==> src/rtl/stopwatch_pkg.sv <==
// rtl/stopwatch_pkg.sv - shared state encoding, BCD limits and BCD increment for stopwatch_ctrl
package stopwatch_pkg;

  typedef enum logic [1:0] {
    ST_IDLE  = 2'd0,
    ST_RUN   = 2'd1,
    ST_PAUSE = 2'd2
  } state_t;

  localparam int BCD_W = 8;

  localparam logic [BCD_W-1:0] CS_MAX  = 8'h99;
  localparam logic [BCD_W-1:0] SEC_MAX = 8'h59;
  localparam logic [BCD_W-1:0] MIN_MAX = 8'h59;

  // Two-digit BCD +1; callers handle the wrap at their own limit.
  function automatic logic [BCD_W-1:0] bcd_inc(input logic [BCD_W-1:0] v);
    logic [BCD_W-1:0] r;
    if (v[3:0] == 4'd9) r = {v[7:4] + 4'd1, 4'd0};
    else                r = {v[7:4], v[3:0] + 4'd1};
    return r;
  endfunction

endpackage

==> src/rtl/stopwatch_ctrl_key_debounce.sv <==
// rtl/stopwatch_ctrl_key_debounce.sv - key synchronizer and tick-based debouncer with press pulse
module key_debounce
  import stopwatch_pkg::*;
#(
  parameter int DEB_MS = 20
) (
  input  logic i_clk,
  input  logic i_rst_n,
  input  logic i_tick,
  input  logic i_key,
  output logic o_press
);

  localparam int DEB_W = (DEB_MS > 1) ? $clog2(DEB_MS + 1) : 1;

  logic [1:0]       r_sync;
  logic             r_stable;
  logic [DEB_W-1:0] r_cnt;
  logic             r_press;

  always_ff @(posedge i_clk or negedge i_rst_n) begin
    if (!i_rst_n) begin
      r_sync   <= 2'b11;
      r_stable <= 1'b1;
      r_cnt    <= '0;
      r_press  <= 1'b0;
    end else begin
      r_sync  <= {r_sync[0], i_key};
      r_press <= 1'b0;
      if (r_sync[1] == r_stable) begin
        r_cnt <= '0;
      end else if (i_tick) begin
        if (r_cnt == DEB_W'(DEB_MS - 1)) begin
          // Level accepted; only a 1->0 change is a press.
          r_stable <= r_sync[1];
          r_cnt    <= '0;
          r_press  <= ~r_sync[1];
        end else begin
          r_cnt <= r_cnt + 1'b1;
        end
      end
    end
  end

  assign o_press = r_press;

endmodule

==> src/rtl/stopwatch_ctrl.sv <==
// rtl/stopwatch_ctrl.sv - stopwatch top: prescaler, key debounce, IDLE/RUN/PAUSE FSM, BCD mm:ss.cc
// Optional lap hold display enabled by defining STOPWATCH_LAP_EN.
module stopwatch_ctrl
  import stopwatch_pkg::*;
#(
  parameter int CNT_1KHZ  = 50000,
  parameter int DIV_100HZ = 10,
  parameter int DEB_MS    = 20
) (
  input  logic             clk_50mhz,
  input  logic             rst,
  input  logic             key_start_stop,
  input  logic             key_clear,
`ifdef STOPWATCH_LAP_EN
  input  logic             key_lap,
`endif
  output logic             tick_1khz,
  output logic             tick_100hz,
  output logic             running,
  output logic [BCD_W-1:0] cs_bcd,
  output logic [BCD_W-1:0] sec_bcd,
  output logic [BCD_W-1:0] min_bcd,
  output logic             overflow
);

  localparam int CNT1_W = (CNT_1KHZ > 1) ? $clog2(CNT_1KHZ) : 1;
  localparam int CNT2_W = (DIV_100HZ > 1) ? $clog2(DIV_100HZ) : 1;

  logic [CNT1_W-1:0] r_cnt1;
  logic [CNT2_W-1:0] r_cnt2;
  logic              w_tick1;
  logic              w_tick100;

  assign w_tick1   = (r_cnt1 == CNT1_W'(CNT_1KHZ - 1));
  assign w_tick100 = w_tick1 && (r_cnt2 == CNT2_W'(DIV_100HZ - 1));

  always_ff @(posedge clk_50mhz or negedge rst) begin
    if (!rst) begin
      r_cnt1 <= '0;
      r_cnt2 <= '0;
    end else begin
      if (w_tick1) r_cnt1 <= '0;
      else         r_cnt1 <= r_cnt1 + 1'b1;
      if (w_tick1) begin
        if (r_cnt2 == CNT2_W'(DIV_100HZ - 1)) r_cnt2 <= '0;
        else                                  r_cnt2 <= r_cnt2 + 1'b1;
      end
    end
  end

  assign tick_1khz  = w_tick1;
  assign tick_100hz = w_tick100;

  logic w_ss;
  logic w_clr;

  key_debounce #(.DEB_MS(DEB_MS)) u_db_ss (
    .i_clk   (clk_50mhz),
    .i_rst_n (rst),
    .i_tick  (w_tick1),
    .i_key   (key_start_stop),
    .o_press (w_ss)
  );

  key_debounce #(.DEB_MS(DEB_MS)) u_db_clr (
    .i_clk   (clk_50mhz),
    .i_rst_n (rst),
    .i_tick  (w_tick1),
    .i_key   (key_clear),
    .o_press (w_clr)
  );

  state_t r_state;
  logic   r_running;
  logic   w_enter_idle;
  logic   w_count;

  assign w_enter_idle = w_clr && (r_state != ST_IDLE);
  assign w_count      = w_tick100 && (r_state == ST_RUN);

  always_ff @(posedge clk_50mhz or negedge rst) begin
    if (!rst) begin
      r_state   <= ST_IDLE;
      r_running <= 1'b0;
    end else begin
      case (r_state)
        ST_IDLE: begin
          if (w_ss && !w_clr) begin
            r_state   <= ST_RUN;
            r_running <= 1'b1;
          end
        end
        ST_RUN: begin
          if (w_clr) begin
            r_state   <= ST_IDLE;
            r_running <= 1'b0;
          end else if (w_ss) begin
            r_state   <= ST_PAUSE;
            r_running <= 1'b0;
          end
        end
        ST_PAUSE: begin
          if (w_clr) begin
            r_state   <= ST_IDLE;
            r_running <= 1'b0;
          end else if (w_ss) begin
            r_state   <= ST_RUN;
            r_running <= 1'b1;
          end
        end
        default: begin
          r_state   <= ST_IDLE;
          r_running <= 1'b0;
        end
      endcase
    end
  end

  assign running = r_running;

  logic [BCD_W-1:0] r_cs, r_sec, r_min;
  logic             r_ovf;
  logic [BCD_W-1:0] w_cs_nxt, w_sec_nxt, w_min_nxt;
  logic             w_ovf_nxt;

  // Idle entry takes priority over a coincident 100 Hz increment.
  always_comb begin
    w_cs_nxt  = r_cs;
    w_sec_nxt = r_sec;
    w_min_nxt = r_min;
    w_ovf_nxt = r_ovf;
    if (w_enter_idle) begin
      w_cs_nxt  = '0;
      w_sec_nxt = '0;
      w_min_nxt = '0;
      w_ovf_nxt = 1'b0;
    end else if (w_count) begin
      if (r_cs == CS_MAX) begin
        w_cs_nxt = '0;
        if (r_sec == SEC_MAX) begin
          w_sec_nxt = '0;
          if (r_min == MIN_MAX) begin
            w_min_nxt = '0;
            w_ovf_nxt = 1'b1;
          end else begin
            w_min_nxt = bcd_inc(r_min);
          end
        end else begin
          w_sec_nxt = bcd_inc(r_sec);
        end
      end else begin
        w_cs_nxt = bcd_inc(r_cs);
      end
    end
  end

  always_ff @(posedge clk_50mhz or negedge rst) begin
    if (!rst) begin
      r_cs  <= '0;
      r_sec <= '0;
      r_min <= '0;
      r_ovf <= 1'b0;
    end else begin
      r_cs  <= w_cs_nxt;
      r_sec <= w_sec_nxt;
      r_min <= w_min_nxt;
      r_ovf <= w_ovf_nxt;
    end
  end

  assign overflow = r_ovf;

`ifdef STOPWATCH_LAP_EN
  logic             w_lap;
  logic             r_lap_hold;
  logic [BCD_W-1:0] r_lap_cs, r_lap_sec, r_lap_min;

  key_debounce #(.DEB_MS(DEB_MS)) u_db_lap (
    .i_clk   (clk_50mhz),
    .i_rst_n (rst),
    .i_tick  (w_tick1),
    .i_key   (key_lap),
    .o_press (w_lap)
  );

  always_ff @(posedge clk_50mhz or negedge rst) begin
    if (!rst) begin
      r_lap_hold <= 1'b0;
      r_lap_cs   <= '0;
      r_lap_sec  <= '0;
      r_lap_min  <= '0;
    end else if (w_enter_idle) begin
      r_lap_hold <= 1'b0;
    end else if (w_lap && (r_state == ST_RUN)) begin
      r_lap_hold <= ~r_lap_hold;
      r_lap_cs   <= r_cs;
      r_lap_sec  <= r_sec;
      r_lap_min  <= r_min;
    end
  end

  assign cs_bcd  = r_lap_hold ? r_lap_cs  : r_cs;
  assign sec_bcd = r_lap_hold ? r_lap_sec : r_sec;
  assign min_bcd = r_lap_hold ? r_lap_min : r_min;
`else
  assign cs_bcd  = r_cs;
  assign sec_bcd = r_sec;
  assign min_bcd = r_min;
`endif

endmodule

==> config.mk <==
export PLATFORM = sky130hd
export DESIGN_NAME = stopwatch_ctrl
export DESIGN_NICKNAME = d
export VERILOG_FILES = /design/src/rtl/stopwatch_pkg.sv /design/src/rtl/stopwatch_ctrl_key_debounce.sv /design/src/rtl/stopwatch_ctrl.sv
export SDC_FILE = /design/constraint.sdc
export NUM_CORES = 1
export LEC_CHECK = 0
export CORE_MARGIN = 4
export CORE_UTILIZATION = 50
export CTS_CLUSTER_SIZE = 12
export DETAILED_ROUTE_END_ITERATION = 10
export PLACE_DENSITY = 0.71
export SLEW_MARGIN = 5
export SYNTH_ARGS = -nofsm -noshare
export SYNTH_HDL_FRONTEND = slang
export SYNTH_SLANG_ARGS = --single-unit
==> constraint.sdc <==
create_clock -name clk_50mhz -period 2.5 [get_ports clk_50mhz]
set_clock_uncertainty 0.15 [all_clocks]
set_input_delay 0.375 -clock clk_50mhz [delete_from_list [all_inputs] [get_ports clk_50mhz]]
set_output_delay 0.375 -clock clk_50mhz [all_outputs]
set_load 0.01 [all_outputs]
==> flow_summary.ini <==
[finish]
area.sequential_um2 = 1660
fraction_of_final_layout_cells_sized_beyond_drive_strength_1 = 0.209
multi_input_gate_area_in_the_final_layout_um2 = 1840
areaGrowthSynthToFinish_pct = 28.1
num_antenna_cells = 0
fillerInstances = 524
num-nets-final = 436
instances_no_fill = 518

[global_route]
grt_start_max_net_pins = 36
grt_first_pass_wirelength_mm = 13.5
globalRoute.totalOverflow = 0
antenna_found_initial = 0
first_global_vias = 2908
grtUsageTotal = 0.198

[routing]
met3_length_um = 296
wirelength_met1_mm = 3.43
detail_route_antenna_nets = 0
dr_vias = 2920
finalWirelength_mm = 7.77
detailedRoute.firstPassIterationCount = 4
first_iter_violations = 120
post_drt_wl_per_cell_um = 15.0
drc_errors = 0
met2_length_mm = 3.92
dr.max_layer_used = met4
avgViaCountPerCell = 5.64

[timing]
setup_viol = 12
post-route-period-util = 1.08
post-route-worst-setup-slack_ps = -189
final-max-slew-violation-count = 0
final-hold-violation-count = 0
maxClockFrequency_mhz = 372
fin_hold_ws_ps = 208
tightest_slew_ps = 679
grt_setup_unrepaired = true
finalCriticalPeriod_ps = 2690
setup_total_negative_slack_ps = -1290
maxSlewHeadroom = 0.541

[pwr]
irDropWorstVdd_mv = 0.348
power.density_cell_area_nw_per_um2 = 429
power.total_uw = 1920
p_leak_uw = 0.00192

[die]
die_area_um2 = 8390
die-height_um = 91.6
placement_rows = 30
core_area_um2 = 6790
die_width_um = 91.6
ioPinCount = 32
initial_utilization = 0.515

[synth]
synth_edf_count = 0
synth-async-reset-ratio = 1.00
post_synth_inst_count = 356
synthDominantAreaCellType = sky130_fd_sc_hd__dfrtp_1
flip_flop_and_latch_count_after_synthesis = 66
synthDominantCellAreaShare = 0.429
synth-warning-count = 0
post_synth.cell_area_avg_um2 = 9.82
synth_top_cells_by_area = sky130_fd_sc_hd__dfrtp_1 (43%), sky130_fd_sc_hd__ha_1 (5.4%), sky130_fd_sc_hd__dfstp_2 (4.5%), sky130_fd_sc_hd__o21ai_0 (3.3%), sky130_fd_sc_hd__a21oi_1 (3.1%)
post_synth_instance_area_um2 = 3500
ys_seq_area_frac = 0.475
synth_nets = 375
ys_types = 49
dominantRegCellSynth = sky130_fd_sc_hd__dfrtp_1

[clock_tree]
cts-buffers-inserted = 9
clockBufferDepth = 2
cts-root-buf = sky130_fd_sc_hd__clkbuf_8
cts_htree_levels = 3
clk_transition_reported_paths_ps = 80
clock_tree_from_tritoncts = built
worstSkewPairLatency_ps = 350
cts.sink_count = 66

[place]
routability_congestion_estimate = 0.855
preCtsSetupSlack_ps = -280
placed_cells_incl_taps = 498
numPortBuffers = 31
dp_hpwl_mm = 5.15

[setup_path]
crit_path_cell_trace = or4b_4, or4_4, nor3_4, buf_2
slowest_stage_delay_cp_ps = 590
timing.critical_path.from_type = flip-flop
timing.critical_path.fanout_max = 3
timing.setup.critical_path_class = flip-flop to primary output
cp-end-kind = primary output
cp_data_required_time_ps = 1980
crit_arrival_ps = 2160
reg2reg_setup_slack_ps = -130
worst_path_max_delay_cell = sky130_fd_sc_hd__or4_4

[flow_run]
cap_viol_max_count = 0

[outcome]
status = complete, but fails checks
violations = negative setup slack

[hold_path]
hold_path_class = flip-flop to flip-flop
-- per-stage QoR --
stage / cell area [um^2] / util
2_1_floorplan: 3510 / -
3_3_place_gp: 4110 / 0.605
3_5_place_dp: 4110 / 0.605
4_1_cts: 4410 / 0.648
5_1_grt: 4480 / 0.659
6_report: 4480 / 0.659
-- power by group --
part	internal, uW	leakage [uW]	total [uW]	switching (uW)
clock	366	0.0000822	812	446
sequential	1070	0.000887	1070	2.04
combinational	9.62	0.000949	34.4	24.8
-- sequential cells by signal (all words and copies together) (netlist names), 4 cells and up --
name and cells:
cs_bcd 8, min_bcd 8, r_cnt1 16, r_cnt2 4, sec_bcd 8, u_db_clr.r_cnt 5
u_db_ss.r_cnt 5
-- logic make-up after synthesis --
family	Yosys count	share of synthesized area
xor+xnor	18	0.0451
flops	66	0.475
fa+ha+maj	15	0.0537
buf+inv	29	0.0340
simple gates	153	0.257
mux	7	0.0211
compound gates	68	0.114
-- cell usage in the layout, fill, tap and decap left out, drive strengths merged, types with 5 or more instances in the layout --
master,Yosys,layout
a21oi,22,22
a31oi,6,6
and3b,5,5
buf,3,36
clkbuf,13,9
clkdlybuf4s50,0,28
dfrtp,60,60
dfstp,6,6
ha,15,15
inv,13,15
nand2,26,26
nand3,14,14
nand3b,5,5
nand4,12,12
nor2,19,19
nor2b,5,5
nor3,15,15
nor4,5,5
o21ai,24,24
or3,9,9
or4,13,13
xnor2,12,12
xor2,6,6
-- repair_timing --
item / CTS / global route
endpoints found under the setup margin: 24 / 29
cloned: 2 / 0
hold buffers: 1 / 0
resized for setup: 19 / 24
hold endpoints to repair: 16 / 0
buffers inserted: 2 / 0
pin swaps: 9 / 4
-- layer usage --
| metal | GRT usage | vias up |
|---|---|---|
| li1 | - | 1431 |
| met4 | 0.0804 | 0 |
| met3 | 0.0386 | 8 |
| met5 | 0 | - |
| met2 | 0.332 | 61 |
| met1 | 0.251 | 1420 |
-- area by class of cell --
| cell class | count | share of cell area |
|---|---|---|
| Clock buffer | 9 | 0.0277 |
| Clock inverter | 7 | 0.0120 |
| Inverter | 13 | 0.0109 |
| Multi-Input combinational cell | 261 | 0.411 |
| Sequential cell | 66 | 0.370 |
| Tap cell | 96 | 0.0268 |
| Timing Repair Buffer | 66 | 0.141 |
-- critical path, delay by kind of cell, from the launching register on --
| kind | cells | cell delay [ps] |
|---|---|---|
| flip-flops | 1 | 380 |
| buffers and inverters | 1 | 160 |
| AND/OR/NAND/NOR | 3 | 1280 |
-- path summary, 6_finish.rpt --
path,from,depth (start not counted),end
min in group asynchronous,rst,2,cs_bcd[5]
setup reg to reg,r_cnt1[5],5,sec_bcd[0]
hold reg to reg,u_db_ss.r_sync[0],0,u_db_ss.r_sync[1]
setup / recovery,r_cnt1[5],4,tick_100hz
max in group asynchronous,rst,3,u_db_ss.r_stable
hold / removal,u_db_ss.r_sync[0],0,u_db_ss.r_sync[1]
-- Yosys cell counts, types with 4 or more instances --
master and instances:
sky130_fd_sc_hd__nor2_1 19, sky130_fd_sc_hd__a21oi_1 22, sky130_fd_sc_hd__dfrtp_1 60, sky130_fd_sc_hd__or4_1 12, sky130_fd_sc_hd__xor2_1 6, sky130_fd_sc_hd__nor4_1 4
sky130_fd_sc_hd__o21a_1 4, sky130_fd_sc_hd__o21ai_0 23, sky130_fd_sc_hd__or3_1 9, sky130_fd_sc_hd__a31oi_1 6, sky130_fd_sc_hd__nand4_1 12, sky130_fd_sc_hd__inv_1 13
sky130_fd_sc_hd__nor3b_1 4, sky130_fd_sc_hd__clkbuf_1 13, sky130_fd_sc_hd__mux2i_1 4, sky130_fd_sc_hd__nor2b_1 5, sky130_fd_sc_hd__xnor2_1 12, sky130_fd_sc_hd__and3b_1 5
sky130_fd_sc_hd__ha_1 15, sky130_fd_sc_hd__nand3_1 14, sky130_fd_sc_hd__dfstp_2 6, sky130_fd_sc_hd__nand2_1 26, sky130_fd_sc_hd__nand2b_1 4, sky130_fd_sc_hd__nand4b_1 4
sky130_fd_sc_hd__nand3b_1 5, sky130_fd_sc_hd__nor3_1 14
Note: power is estimated with default switching activity, not from simulation.
